**src/rtl/cu_pkg.sv**
```systemverilog
// Shared encodings for the CU launcher: FSM states, completion status codes
// and the counter/seed widths the CU itself is built with.
package cu_pkg;
  localparam int CTR_WIDTH_DEF = 16;
  localparam int RND_WIDTH_DEF = 16;
  localparam int CYC_WIDTH_DEF = 32;

  typedef enum logic [2:0] {
    S_IDLE,
    S_LAUNCH,
    S_WAIT_START,
    S_RUN,
    S_REPORT
  } state_e;

  localparam logic [1:0] ST_OK      = 2'b00;
  localparam logic [1:0] ST_TIMEOUT = 2'b01;
  localparam logic [1:0] ST_ABORT   = 2'b10;
  localparam logic [1:0] ST_REJECT  = 2'b11;
endpackage

```
**src/rtl/cu_launcher_if.sv**
```systemverilog
// Host-side config request and completion handshakes of the CU launcher.
interface cu_launcher_if
  import cu_pkg::*;
#(
  parameter int CTR_WIDTH = CTR_WIDTH_DEF,
  parameter int RND_WIDTH = RND_WIDTH_DEF,
  parameter int CYC_WIDTH = CYC_WIDTH_DEF
);
  logic                 cfg_valid;
  logic                 cfg_ready;
  logic                 cfg_mode;
  logic [CTR_WIDTH-1:0] cfg_max_step;
  logic [CTR_WIDTH-1:0] cfg_max_episode;
  logic [RND_WIDTH-1:0] cfg_seed;
  logic                 done_valid;
  logic                 done_ready;
  logic [1:0]           done_status;
  logic [CYC_WIDTH-1:0] done_cycles;

  modport master (
    output cfg_valid, cfg_mode, cfg_max_step, cfg_max_episode, cfg_seed, done_ready,
    input  cfg_ready, done_valid, done_status, done_cycles
  );
  modport slave (
    input  cfg_valid, cfg_mode, cfg_max_step, cfg_max_episode, cfg_seed, done_ready,
    output cfg_ready, done_valid, done_status, done_cycles
  );
endinterface

```
**src/rtl/cu_launcher_sat_counter.sv**
```systemverilog
// Clearable, enabled up-counter that sticks at all-ones instead of wrapping.
module sat_counter #(
  parameter int WIDTH = 32
) (
  input  logic             clk,
  input  logic             clr,
  input  logic             en,
  output logic [WIDTH-1:0] q
);
  always_ff @(posedge clk) begin
    if (clr)                 q <= '0;
    else if (en && q != '1)  q <= q + WIDTH'(1);
  end
endmodule

```
**src/rtl/cu_launcher.sv**
```systemverilog
// Launches one CU run per accepted config, watches finish/abort/timeout and
// reports a status plus the number of cycles run was held high.
module cu_launcher
  import cu_pkg::*;
#(
  parameter int CTR_WIDTH      = CTR_WIDTH_DEF,
  parameter int RND_WIDTH      = RND_WIDTH_DEF,
  parameter int CYC_WIDTH      = CYC_WIDTH_DEF,
  parameter int TIMEOUT_CYCLES = 2**24
) (
  input  logic                 clk,
  input  logic                 rst,
  cu_launcher_if.slave         host,
  output logic                 run,
  output logic                 mode,
  output logic [CTR_WIDTH-1:0] max_step,
  output logic [CTR_WIDTH-1:0] max_episode,
  output logic [RND_WIDTH-1:0] seed,
  input  logic                 cu_idle,
  input  logic                 cu_finish,
  input  logic                 abort,
  output logic                 busy
);
  // The counter already holds N-1 on the Nth run cycle, so stop there.
  localparam logic [CYC_WIDTH-1:0] TO_LAST = CYC_WIDTH'(TIMEOUT_CYCLES - 1);

  state_e               state, state_n;
  logic [1:0]           status_q, status_n;
  logic [CYC_WIDTH-1:0] cyc;
  logic                 xfer, cfg_zero, cfg_ready, done_valid;

  assign xfer     = host.cfg_valid && cfg_ready;
  assign cfg_zero = (host.cfg_max_step == '0) || (host.cfg_max_episode == '0);

  always_ff @(posedge clk) begin
    if (rst) begin
      state    <= S_IDLE;
      status_q <= ST_OK;
    end else begin
      state    <= state_n;
      status_q <= status_n;
    end
  end

  always_comb begin
    state_n  = state;
    status_n = status_q;
    case (state)
      S_IDLE:
        if (xfer) begin
          if (cfg_zero) begin
            state_n  = S_REPORT;
            status_n = ST_REJECT;
          end else begin
            state_n  = S_LAUNCH;
          end
        end
      S_LAUNCH: state_n = S_WAIT_START;
      S_WAIT_START:
        if (abort) begin
          state_n  = S_REPORT;
          status_n = ST_ABORT;
        end else if (!cu_idle) begin
          state_n  = S_RUN;
        end
      S_RUN:
        if (cu_finish) begin
          state_n  = S_REPORT;
          status_n = ST_OK;
        end else if (abort) begin
          state_n  = S_REPORT;
          status_n = ST_ABORT;
        end else if (cyc >= TO_LAST) begin
          state_n  = S_REPORT;
          status_n = ST_TIMEOUT;
        end
      S_REPORT: if (host.done_ready) state_n = S_IDLE;
      default:  state_n = S_IDLE;
    endcase
  end

  always_comb begin
    run        = 1'b0;
    busy       = 1'b1;
    cfg_ready  = 1'b0;
    done_valid = 1'b0;
    case (state)
      S_IDLE: begin
        busy      = 1'b0;
        cfg_ready = cu_idle && !rst;
      end
      S_WAIT_START, S_RUN: run = 1'b1;
      S_REPORT:            done_valid = 1'b1;
      default: ;
    endcase
  end

  assign host.cfg_ready   = cfg_ready;
  assign host.done_valid  = done_valid;
  assign host.done_status = status_q;
  assign host.done_cycles = cyc;

  // Drive registers only load on a transfer, so host-side changes mid-run are invisible.
  always_ff @(posedge clk) begin
    if (rst) begin
      mode        <= 1'b0;
      max_step    <= '0;
      max_episode <= '0;
      seed        <= '0;
    end else if (xfer) begin
      mode        <= host.cfg_mode;
      max_step    <= host.cfg_max_step;
      max_episode <= host.cfg_max_episode;
      seed        <= host.cfg_seed;
    end
  end

  sat_counter #(.WIDTH(CYC_WIDTH)) u_cyc (
    .clk (clk),
    .clr (rst || xfer),
    .en  (run),
    .q   (cyc)
  );
endmodule
```
**src/flat_wrapper.sv**
```systemverilog
// flat-port wrapper written by rule: the top's interface ports become plain ports
module cu_launcher_flat import cu_pkg::*;
#(
  parameter int CTR_WIDTH      = CTR_WIDTH_DEF,
  parameter int RND_WIDTH      = RND_WIDTH_DEF,
  parameter int CYC_WIDTH      = CYC_WIDTH_DEF,
  parameter int TIMEOUT_CYCLES = 2**24
)
  (clk, rst, run, mode, max_step, max_episode, seed, cu_idle, cu_finish, abort, busy, host_cfg_valid, host_cfg_mode, host_cfg_max_step, host_cfg_max_episode, host_cfg_seed, host_done_ready, host_cfg_ready, host_done_valid, host_done_status, host_done_cycles);
  cu_launcher_if #(.CTR_WIDTH(CTR_WIDTH), .RND_WIDTH(RND_WIDTH), .CYC_WIDTH(CYC_WIDTH)) host_i ();
  input  logic clk;
  input  logic rst;
  output logic run;
  output logic mode;
  output logic [CTR_WIDTH-1:0] max_step;
  output logic [CTR_WIDTH-1:0] max_episode;
  output logic [RND_WIDTH-1:0] seed;
  input  logic cu_idle;
  input  logic cu_finish;
  input  logic abort;
  output logic busy;
  input wire logic [$bits(host_i.cfg_valid)-1:0] host_cfg_valid;
  input wire logic [$bits(host_i.cfg_mode)-1:0] host_cfg_mode;
  input wire logic [$bits(host_i.cfg_max_step)-1:0] host_cfg_max_step;
  input wire logic [$bits(host_i.cfg_max_episode)-1:0] host_cfg_max_episode;
  input wire logic [$bits(host_i.cfg_seed)-1:0] host_cfg_seed;
  input wire logic [$bits(host_i.done_ready)-1:0] host_done_ready;
  output wire logic [$bits(host_i.cfg_ready)-1:0] host_cfg_ready;
  output wire logic [$bits(host_i.done_valid)-1:0] host_done_valid;
  output wire logic [$bits(host_i.done_status)-1:0] host_done_status;
  output wire logic [$bits(host_i.done_cycles)-1:0] host_done_cycles;
  assign host_i.cfg_valid = host_cfg_valid;
  assign host_i.cfg_mode = host_cfg_mode;
  assign host_i.cfg_max_step = host_cfg_max_step;
  assign host_i.cfg_max_episode = host_cfg_max_episode;
  assign host_i.cfg_seed = host_cfg_seed;
  assign host_i.done_ready = host_done_ready;
  assign host_cfg_ready = host_i.cfg_ready;
  assign host_done_valid = host_i.done_valid;
  assign host_done_status = host_i.done_status;
  assign host_done_cycles = host_i.done_cycles;
  cu_launcher #(.CTR_WIDTH(CTR_WIDTH), .RND_WIDTH(RND_WIDTH), .CYC_WIDTH(CYC_WIDTH), .TIMEOUT_CYCLES(TIMEOUT_CYCLES)) u_core (.clk(clk), .rst(rst), .host(host_i), .run(run), .mode(mode), .max_step(max_step), .max_episode(max_episode), .seed(seed), .cu_idle(cu_idle), .cu_finish(cu_finish), .abort(abort), .busy(busy));
endmodule
```
**config.mk**
```make
export PLATFORM = sky130hd
export DESIGN_NAME = cu_launcher_flat
export DESIGN_NICKNAME = d
export VERILOG_FILES = /design/src/rtl/cu_pkg.sv /design/src/rtl/cu_launcher_if.sv /design/src/rtl/cu_launcher_sat_counter.sv /design/src/rtl/cu_launcher.sv /design/src/flat_wrapper.sv
export SDC_FILE = /design/constraint.sdc
export NUM_CORES = 1
export LEC_CHECK = 0
export CORE_ASPECT_RATIO = 1.5
export CORE_UTILIZATION = 40
export DETAILED_ROUTE_END_ITERATION = 10
export PLACE_DENSITY = 0.79
export SLEW_MARGIN = 30
export SYNTH_ARGS = -nofsm -noshare
export SYNTH_HDL_FRONTEND = slang
export SYNTH_SLANG_ARGS = --single-unit
export TNS_END_PERCENT = 20
```
**constraint.sdc**
```tcl
create_clock -name clk -period 2 [get_ports clk]
set_input_delay 0.6 -clock clk [delete_from_list [all_inputs] [get_ports clk]]
set_output_delay 0.6 -clock clk [all_outputs]
set_load 0.02 [all_outputs]
```
After elaboration in Yosys (flattened, before gate mapping)
Index checks and enable logic that the tools add are counted.
- register bits: 86
- bits of input ports: 56
- output and inout port bits: 87
- add/subtract/negate cells: 1
- magnitude comparators: 1
- eq/ne operators: 11
- mux-type cells: 20
- reductions and logical operators: 13
- operators by type and width (kind ; count):
    $add 32x1->32 const B ; 1
    $ge 32x24->1 const B ; 1
    $logic_not 16->1 ; 2
    $ne 32x32->1 const B ; 1
    $mux 3 ; 8
    $pmux 3 s5 ; 1
    $mux 2 ; 6
    $eq 3x2->1 const B ; 2
    $pmux 2 s3 ; 1
    $reduce_and 5->1 ; 1
    $mux 1 ; 4
    $ne 2x1->1 const B ; 2
    $ne 2x2->1 const B ; 2
    $ne 4x3->1 const B ; 1
    $reduce_and 4->1 ; 1
    $eq 3x1->1 const B ; 1
    $eq 3x3->1 const B ; 1
    $logic_and 1x1->1 ; 3
    $logic_not 3->1 ; 1
    $ne 3x3->1 const B ; 1
    $reduce_bool 3->1 ; 1
    $logic_or 1x1->1 ; 2
    $reduce_or 2->1 ; 1
    $logic_not 1->1 ; 1

Depth between registers and ports, before layout
Gate-level depths: netlist (run 1).
- depth in word-level cells: 6
- depth in mapped cells: 8
- mapped depth without buffers: 6

By module
From an unflattened synthesis (run 1), not the netlist that was laid out.
- cells, all modules: 475
- area total of the unflattened synthesis: 3826.2 µm²
- by module, submodules not included (module ; times used ; cells each ; area each (µm²)):
    cu_launcher ; 1 ; 276 ; 2152.1
    sat_counter ; 1 ; 199 ; 1674.1

Least setup slack after synthesis (run 1)
OpenSTA, ideal clock, no wires.
- path kind: register to register
- start: reg u_core.u_cyc.q[0]
- end: reg u_core.u_cyc.q[6]
- setup time: 0.116 ns
- data arrival time: 2.162 ns
- data required time: 1.884 ns
- path slack: -0.278 ns
- cell stages (with the launch flop): 8
- path buffers: 1
- clock period less this slack: 2.278 ns
- cells stage by stage: dfxtp_1 > ha_1 > nand4_2 > or4_1 > clkbuf_1 > o21ai_2 > nor2_1 > a31o_1
- longest elaborated chain between the ends: 2
- RTL lines (item ; line ; RTL):
    start: declaration ; cu_launcher_sat_counter.sv:8 ; output logic [WIDTH-1:0] q
    start signal: assignment ; cu_launcher_sat_counter.sv:12 ; else if (en && q != '1) q <= q + WIDTH'(1);
    parallel branches: the longest is 2 deep, another holds $add 32x1->32 ; - ;
Several ways; the timed one is not identified.
A chain may end at the register's enable or synchronous reset.

Worst setup path in the final report (run 1)
- start: reg u_core.u_cyc.q[28]
- end: out host_done_cycles[28]
- RTL lines (item ; line ; RTL):
    end: declaration ; flat_wrapper.sv:31 ; output wire logic [$bits(host_i.done_cycles)-1:0] host_done_cycles;
No word-level cell between the ends.

==> impl_results.md, run 1 <==
- Status: complete, no violations
- Fmax: 508 MHz
- Vias in the first global route: 4,038
- Number of synthesized flops with an enable pin: 0
- Reg clk slew, reported paths: 60 ps
- Critical path class: reg -> out
- Worst reg2reg setup slack: 50 ps
- Critical Path AT: 1370 ps
- Crit path largest cell delay: 620 ps
- Final setup skew: 10.6 ps
- HPWL after DPL: 8650 µm
- Max cap viols: 0
- Diode count: 0
- Top delay family on crit path: buffers and inverters
- Die area: 9970 µm²
- GRT Util Overall: 24.4%
- Wire per inst: 15.2 µm
- Crit start category: register
- Clock buffer count from CTS: 9
- Clock root cell: clkbuf_16
- Final net count: 727
- Initial Utilization: 41.4%
- Crit path capture type: output port
- Setup WS pre-CTS: -581 ps
- Final Wtd Congestion: 0.858
- Post-synthesis cell count: 461
- Clock sink total: 86
- Maximum vdd drop: 0.577 mV
- Final core area utilization: 70.3%
- Share of cells above drive strength 1: 23.3%
- First-pass GRT wire length: 18,500 µm
- Initial DRC Count: 177
- Syn nets: 518
- Hold Crit Class: reg -> reg
- PwrDens: 707 nW/µm²
- Syn. warnings: 0
- Post-Syn Area per Cell: 8.31 µm²
- Gr ovfl total: 0
- Largest net degree at the start of global routing: 31
- Endpoints failing setup: 0
- Maximum fanout along the worst path: 7
- Top-Level Pins: 143
- Synth cell types: 55
- Avg Vias per Cell: 5.28
- Most common cell after layout, fill and taps aside: nand2_1
- Post-Syn Area: 3830 µm²
- Number of synthesized register bits: 86
- Most frequent cells in the layout: nand2_1 (112), clkdlybuf4s50_1 (107), buf_4 (74)
- Slew margin rel.: 63.9%
- Max Buffers Root-to-Sink: 2
- Share of synthesized flip-flops with an asynchronous set or reset: 0%
- CTS tree: built
- DRC violations left: 0
- Final wirelength: 11,900 µm
- Clk Latency, worst-skew pair: 350 ps
- Post-synthesis sequential area ratio: 45.0%
- RSZ-0062 raised after global routing: true
- Tightest Pin Transition: 528 ps
- WHS: 454 ps
- Final WS setup: 31.8 ps
- Remaining antenna violation count after routing: 0
- Die W: 81.9 µm
- Main synth FF type: dfxtp_1
- Syn-to-layout area delta: 69.9%
- Hold Vio Cnt, Final: 0
- Post-DP Area: 5960 µm²
- Leakage: 2.55 nW
- Row cnt: 43
- I/O Buffers: 142
- Core area: 9250 µm²
- Final min period: 1970 ps
- Final instance area: 6510 µm²
- Worst path required time: 1400 ps
- Final period util: 98.4%
- Critical-path top delay cell: clkdlybuf4s50_1
- Die Ht: 122 µm
- Slew Viols, Final: 0
- Pre-antenna DRT Iters: 4
- Critical path cell sequence: clkdlybuf4s50_1
- CTS HTree Levels: 3
- Initial antenna violation count: 0
- Routed via count: 4,150
- Bufs and invs on worst path: 1
==> cells by family (layout without fill, tap and decap cells) <==
| kind of cell | after synthesis | count (layout) | share of synthesized area, % |
|---|---|---|---|
| DFF | 86 | 86 | 45.0 |
| xor gates and xnor gates | 23 | 23 | 5.26 |
| muxes | 1 | 1 | 0.261 |
| buffers and inverters | 36 | 249 | 4.08 |
| AOI/OAI and AO/OA | 95 | 95 | 15.5 |
| and+or+nand+nor | 219 | 219 | 29.6 |
| adders and majority gates | 1 | 1 | 0.327 |
==> synthesized netlist by cell type, types with 2 or more instances <==
cell / instances / area share, %
a211oi_2: 4 / 1.3
inv_1: 7 / 0.69
a2111oi_2: 2 / 0.78
o21ai_0: 52 / 6.8
nor4_2: 5 / 1.6
nand2b_1: 2 / 0.33
nand4_2: 3 / 0.98
dfxtp_1: 86 / 45
o21a_1: 2 / 0.39
nand2_1: 112 / 11
nor3_1: 4 / 0.52
o211ai_1: 2 / 0.39
a21oi_1: 13 / 1.7
and4_1: 3 / 0.69
or3_1: 4 / 0.65
o21ai_2: 2 / 0.46
xor2_1: 2 / 0.46
xnor2_1: 21 / 4.8
nand4_1: 10 / 1.6
nor4_4: 3 / 1.7
clkbuf_1: 17 / 1.7
or4_1: 7 / 1.4
o21ai_1: 5 / 0.65
buf_2: 8 / 1.0
nor4_1: 12 / 2.0
nor2_1: 32 / 3.1
a2111oi_0: 2 / 0.46
or2_1: 3 / 0.49
nand3_1: 10 / 1.3
==> power breakdown <==
| group | switching, mW | internal [mW] |
|---|---|---|
| Combinational | 0.366 | 0.390 |
| Clock | 0.682 | 1.32 |
| Sequential | 0.0435 | 1.79 |
==> sequential cells by signal (all words and copies together) (netlist names) <==
name and cells:
u_core.u_cyc.q 32, u_core.max_episode 16, u_core.max_step 16, u_core.seed 16, u_core.state 3, u_core.host.done_status 2
u_core.mode 1
==> through the flow <==
| stage | total power [mW] | instances | setup TNS (ps) |
|---|---|---|---|
| floorplan | 2.16 | 461 | -412 |
| detailed placement | 2.59 | 765 | -39350 |
| finish | 4.60 | 786 | 0 |
| global placement | 2.57 | 765 | -34100 |
| global route | 4.74 | 786 | -40.8 |
| CTS | 4.61 | 784 | -47.9 |
==> worst paths after layout <==
check                                  start                              end  cells past startpoint
max          u_core.u_cyc.q[28]$_SDFFE_PP0P_             host_done_cycles[28]                      1
min          u_core.max_step[7]$_SDFFE_PP0P_  u_core.max_step[7]$_SDFFE_PP0P_                      2
max reg2reg   u_core.u_cyc.q[0]$_SDFFE_PP0P_  u_core.u_cyc.q[20]$_SDFFE_PP0P_                      7
min reg2reg  u_core.max_step[7]$_SDFFE_PP0P_  u_core.max_step[7]$_SDFFE_PP0P_                      2
==> metal layers <==
layer | up-vias | routed length (µm) | global-route usage, %
li1 | 2024 | - | -
met5 | - | 0 | 0
met1 | 1958 | 4460 | 24.9
met2 | 142 | 6400 | 44.2
met3 | 26 | 711 | 6.52
met4 | 0 | 364 | 12.5
==> what timing repair did <==
item | in CTS | in global routing
endpoints found under the setup margin | 107 | 64
gates cloned | 1 | 0
pin swaps | 2 | 8
buffers inserted | 3 | 2
hold buffers | 0 | 0
gates resized for setup | 53 | 20
==> cell type report <==
cell class	count	area, µm²
sequential	86	1750
timing repair buffer	225	2130
clock buffer	12	268
tap	112	140
clock inverter	3	90.1
fill	736	2750
multi-input combinational	339	2100
inverter	9	33.8
No activity file was read; power rests on OpenSTA's default activity.
==> inputs of run 2 (changes only) <==
Settings changed: SLEW_MARGIN 30 to unset.
==> results of run 2 <==
The final DEF is identical to that of run 1; final timing and power are the same.
==> inputs of run 3 (changes only) <==
Settings changed: CAP_MARGIN set to 20, CTS_BUF_LIST set to sky130_fd_sc_hd__clkbuf_4, PLACE_DENSITY 0.79 to unset, PLACE_DENSITY_LB_ADDON set to 0.05.
==> run 3 against run 2 <==
The flow now finishes with violations (negative setup slack). Sequential power hardly changed. Wire length shrank 6.3%. Largest power group is now registers. Sequential share of layout area rose by 1.3 points.
==> impl_results.md, run 3 (synthesis results as in run 1) <==
- Clk Latency, worst-skew pair: 460 ps (was 350 ps)
- Worst path required time: 1400 ps (about the same)
- CTS HTree Levels: 3 (unchanged)
- Avg Vias per Cell: 5.08 (was 5.28)
- Status: finished with violations (was complete, no violations)
- Gr ovfl total: 0 (unchanged)
- Max cap viols: 0 (unchanged)
- Clock sink total: 86 (unchanged)
- Failing checks: negative setup slack
- DRC violations left: 0 (unchanged)
- Dpl cells: 772 (was 765)
- Initial Utilization: 41.4% (unchanged)
- Max Buffers Root-to-Sink: 2 (unchanged)
- Critical Path AT: 1520 ps (was 1370 ps)
- RSZ-0062 raised after global routing: true (unchanged)
- Die area: 9970 µm² (unchanged)
- Remaining antenna violation count after routing: 0 (unchanged)
- Final net count: 731 (was 727)
- Die Ht: 122 µm (unchanged)
- Share of cells above drive strength 1: 25.8% (was 23.3%)
- PwrDens: 609 nW/µm² (was 707 nW/µm²)
- Largest net degree at the start of global routing: 68 (was 31)
- Multi-input gate area: 2110 µm² (was 2100 µm²)
- Final min period: 2120 ps (was 1970 ps)
- Pre-antenna DRT Iters: 4 (unchanged)
- Syn-to-layout area delta: 62.8% (was 69.9%)
- Hold Crit Class: reg -> reg (unchanged)
- Initial antenna violation count: 1 (was 0)
- Hold Vio Cnt, Final: 0 (unchanged)
- Critical path origin: u_core.state[1]$_SDFFE_PP0P_ (was u_core.u_cyc.q[28]$_SDFFE_PP0P_)
- Slew Viols, Final: 0 (unchanged)
- Wire per inst: 14.1 µm (was 15.2 µm)
- Fmax: 473 MHz (was 508 MHz)
- Final period util: 106% (was 98.4%)
- Initial DRC Count: 95 (was 177)
- Reg area: 1750 µm² (about the same)
- Max FFs per register: 32 (unchanged)
- Slew margin rel.: 62.2% (was 63.9%)
- Hold endpoint: u_core.max_step[10]$_SDFFE_PP0P_ (was u_core.max_step[7]$_SDFFE_PP0P_)
- I/O Buffers: 142 (unchanged)
- CTS tree: built (unchanged)
- Row cnt: 43 (unchanged)
- GRT Util Overall: 22.8% (was 24.4%)
- Crit path capture type: output port (unchanged)
- Hold wc startpoint: u_core.max_step[10]$_SDFFE_PP0P_ (was u_core.max_step[7]$_SDFFE_PP0P_)
- HPWL after DPL: 8540 µm (was 8650 µm)
- Critical path class: reg -> out (unchanged)
- First-pass GRT wire length: 17,300 µm (was 18,500 µm)
- Most common cell after layout, fill and taps aside: nand2_1 (unchanged)
- Die W: 81.9 µm (unchanged)
- FF-to-FF End: u_core.u_cyc.q[17]$_SDFFE_PP0P_ (was u_core.u_cyc.q[20]$_SDFFE_PP0P_)
- Post-DP Area: 5980 µm² (was 5960 µm²)
- Reg2reg start: u_core.state[2]$_SDFFE_PP0P_ (was u_core.u_cyc.q[0]$_SDFFE_PP0P_)
- Most frequent cells in the layout: nand2_1 (112), buf_4 (84), dlygate4sd2_1 (83) (was nand2_1 (112), clkdlybuf4s50_1 (107), buf_4 (74))
- Maximum vdd drop: 0.517 mV (was 0.577 mV)
- Final setup skew: 21.4 ps (was 10.6 ps)
- Leakage: 2.64 nW (was 2.55 nW)
- Top-Level Pins: 143 (unchanged)
- Core area: 9250 µm² (unchanged)
- Final Wtd Congestion: 0.837 (was 0.858)
- Reg clk slew, reported paths: 140 ps (was 60 ps)
- Crit start category: register (unchanged)
- Clock buffer count from CTS: 9 (unchanged)
- Final instance area: 6230 µm² (was 6510 µm²)
- Final WS setup: -116 ps (was 31.8 ps)
- Routed via count: 4,027 (was 4,150)
- Fillers: 811 (was 736)
- Tightest Pin Transition: 564 ps (was 528 ps)
- Clock root cell: clkbuf_4 (was clkbuf_16)
- R2R cell count: 7 (unchanged)
- Biggest register: u_core.u_cyc.q (unchanged)
- Hold path cells: 2 (unchanged)
- Vias in the first global route: 3,845 (was 4,038)
- Fin cells: 792 (was 786)
- Maximum fanout along the worst path: 2 (was 7)
- Endpoints failing setup: 2 (was 0)
- Final wirelength: 11,200 µm (was 11,900 µm)
- WHS: 463 ps (was 454 ps)
- Worst reg2reg setup slack: 20 ps (was 50 ps)
==> run 3: cell types whose count changed in the layout (fill, tap and decap cells not counted), moves of 5 or more <==
cell | previous run | this run
dlygate4sd2_1 | 26 | 83
clkdlybuf4s50_1 | 107 | 55
buf_4 | 74 | 84
clkbuf_16 | 10 | 0
clkbuf_4 | 0 | 9
dfxtp_1 | 71 | 64
dfxtp_2 | 13 | 20
dlymetal6s2s_1 | 5 | 0
==> run 3: power by group <==
group	total [mW]	switching, mW	leakage, nW	internal [mW]
Clock	1.28	0.642	0.0967	0.637
Sequential	1.84	0.0411	0.710	1.80
Combinational	0.682	0.355	1.83	0.326
==> run 3: worst max-delay path by stage <==
stage | end | slack, ps | depth (start not counted)
after floorplan | u_core.u_cyc.q[30]$_SDFFE_PP0P_ | -70 | 7
after global placement | host_cfg_ready | -480 | 3
after detailed placement | host_cfg_ready | -490 | 3
after CTS | host_cfg_ready | -170 | 3
after global routing | host_cfg_ready | -170 | 3
final | host_cfg_ready | -120 | 3
==> run 3: metrics by stage <==
step	utilization, %	power [mW]	setup slack (ps)	TNS (ps)
after floorplan	-	2.16	-71.0	-412
after CTS	66.0	3.82	-169	-420
after global routing	67.4	3.94	-168	-493
after global placement	64.7	2.57	-484	-22960
after detailed placement	64.7	2.59	-486	-28980
final	67.4	3.80	-116	-211
==> run 3: critical path, cell delays in order, from the launching register on <==
cell     delay [ps]
dfxtp_2         360
or3_4           380
nor3b_2         160
buf_4           160
==> run 3: area by class of cell <==
type,instances,share of cell area [%]
Antenna cell,1,0.0401
Clock buffer,9,1.08
Clock inverter,7,1.95
Inverter,9,0.542
Multi-Input combinational cell,339,33.8
Sequential cell,86,28.1
Tap cell,112,2.25
Timing Repair Buffer,229,32.2
==> run 3: per-layer routing <==
layer / part of all wire, % / up-vias / global-route usage (%)
li1: - / 2041 / -
met1: 39 / 1847 / 24.0
met2: 52 / 114 / 40.1
met4: 3.5 / 0 / 12.9
met3: 5.6 / 25 / 5.77
met5: 0 / - / 0
==> run 3: timing repair <==
item                                    4_1_cts  5_1_grt
resized for setup                           115       25
hold endpoints to repair                      0        0
buffers inserted                              1        2
endpoints found under the setup margin      100       23
pin swaps                                     0        2
hold buffers                                  0        0
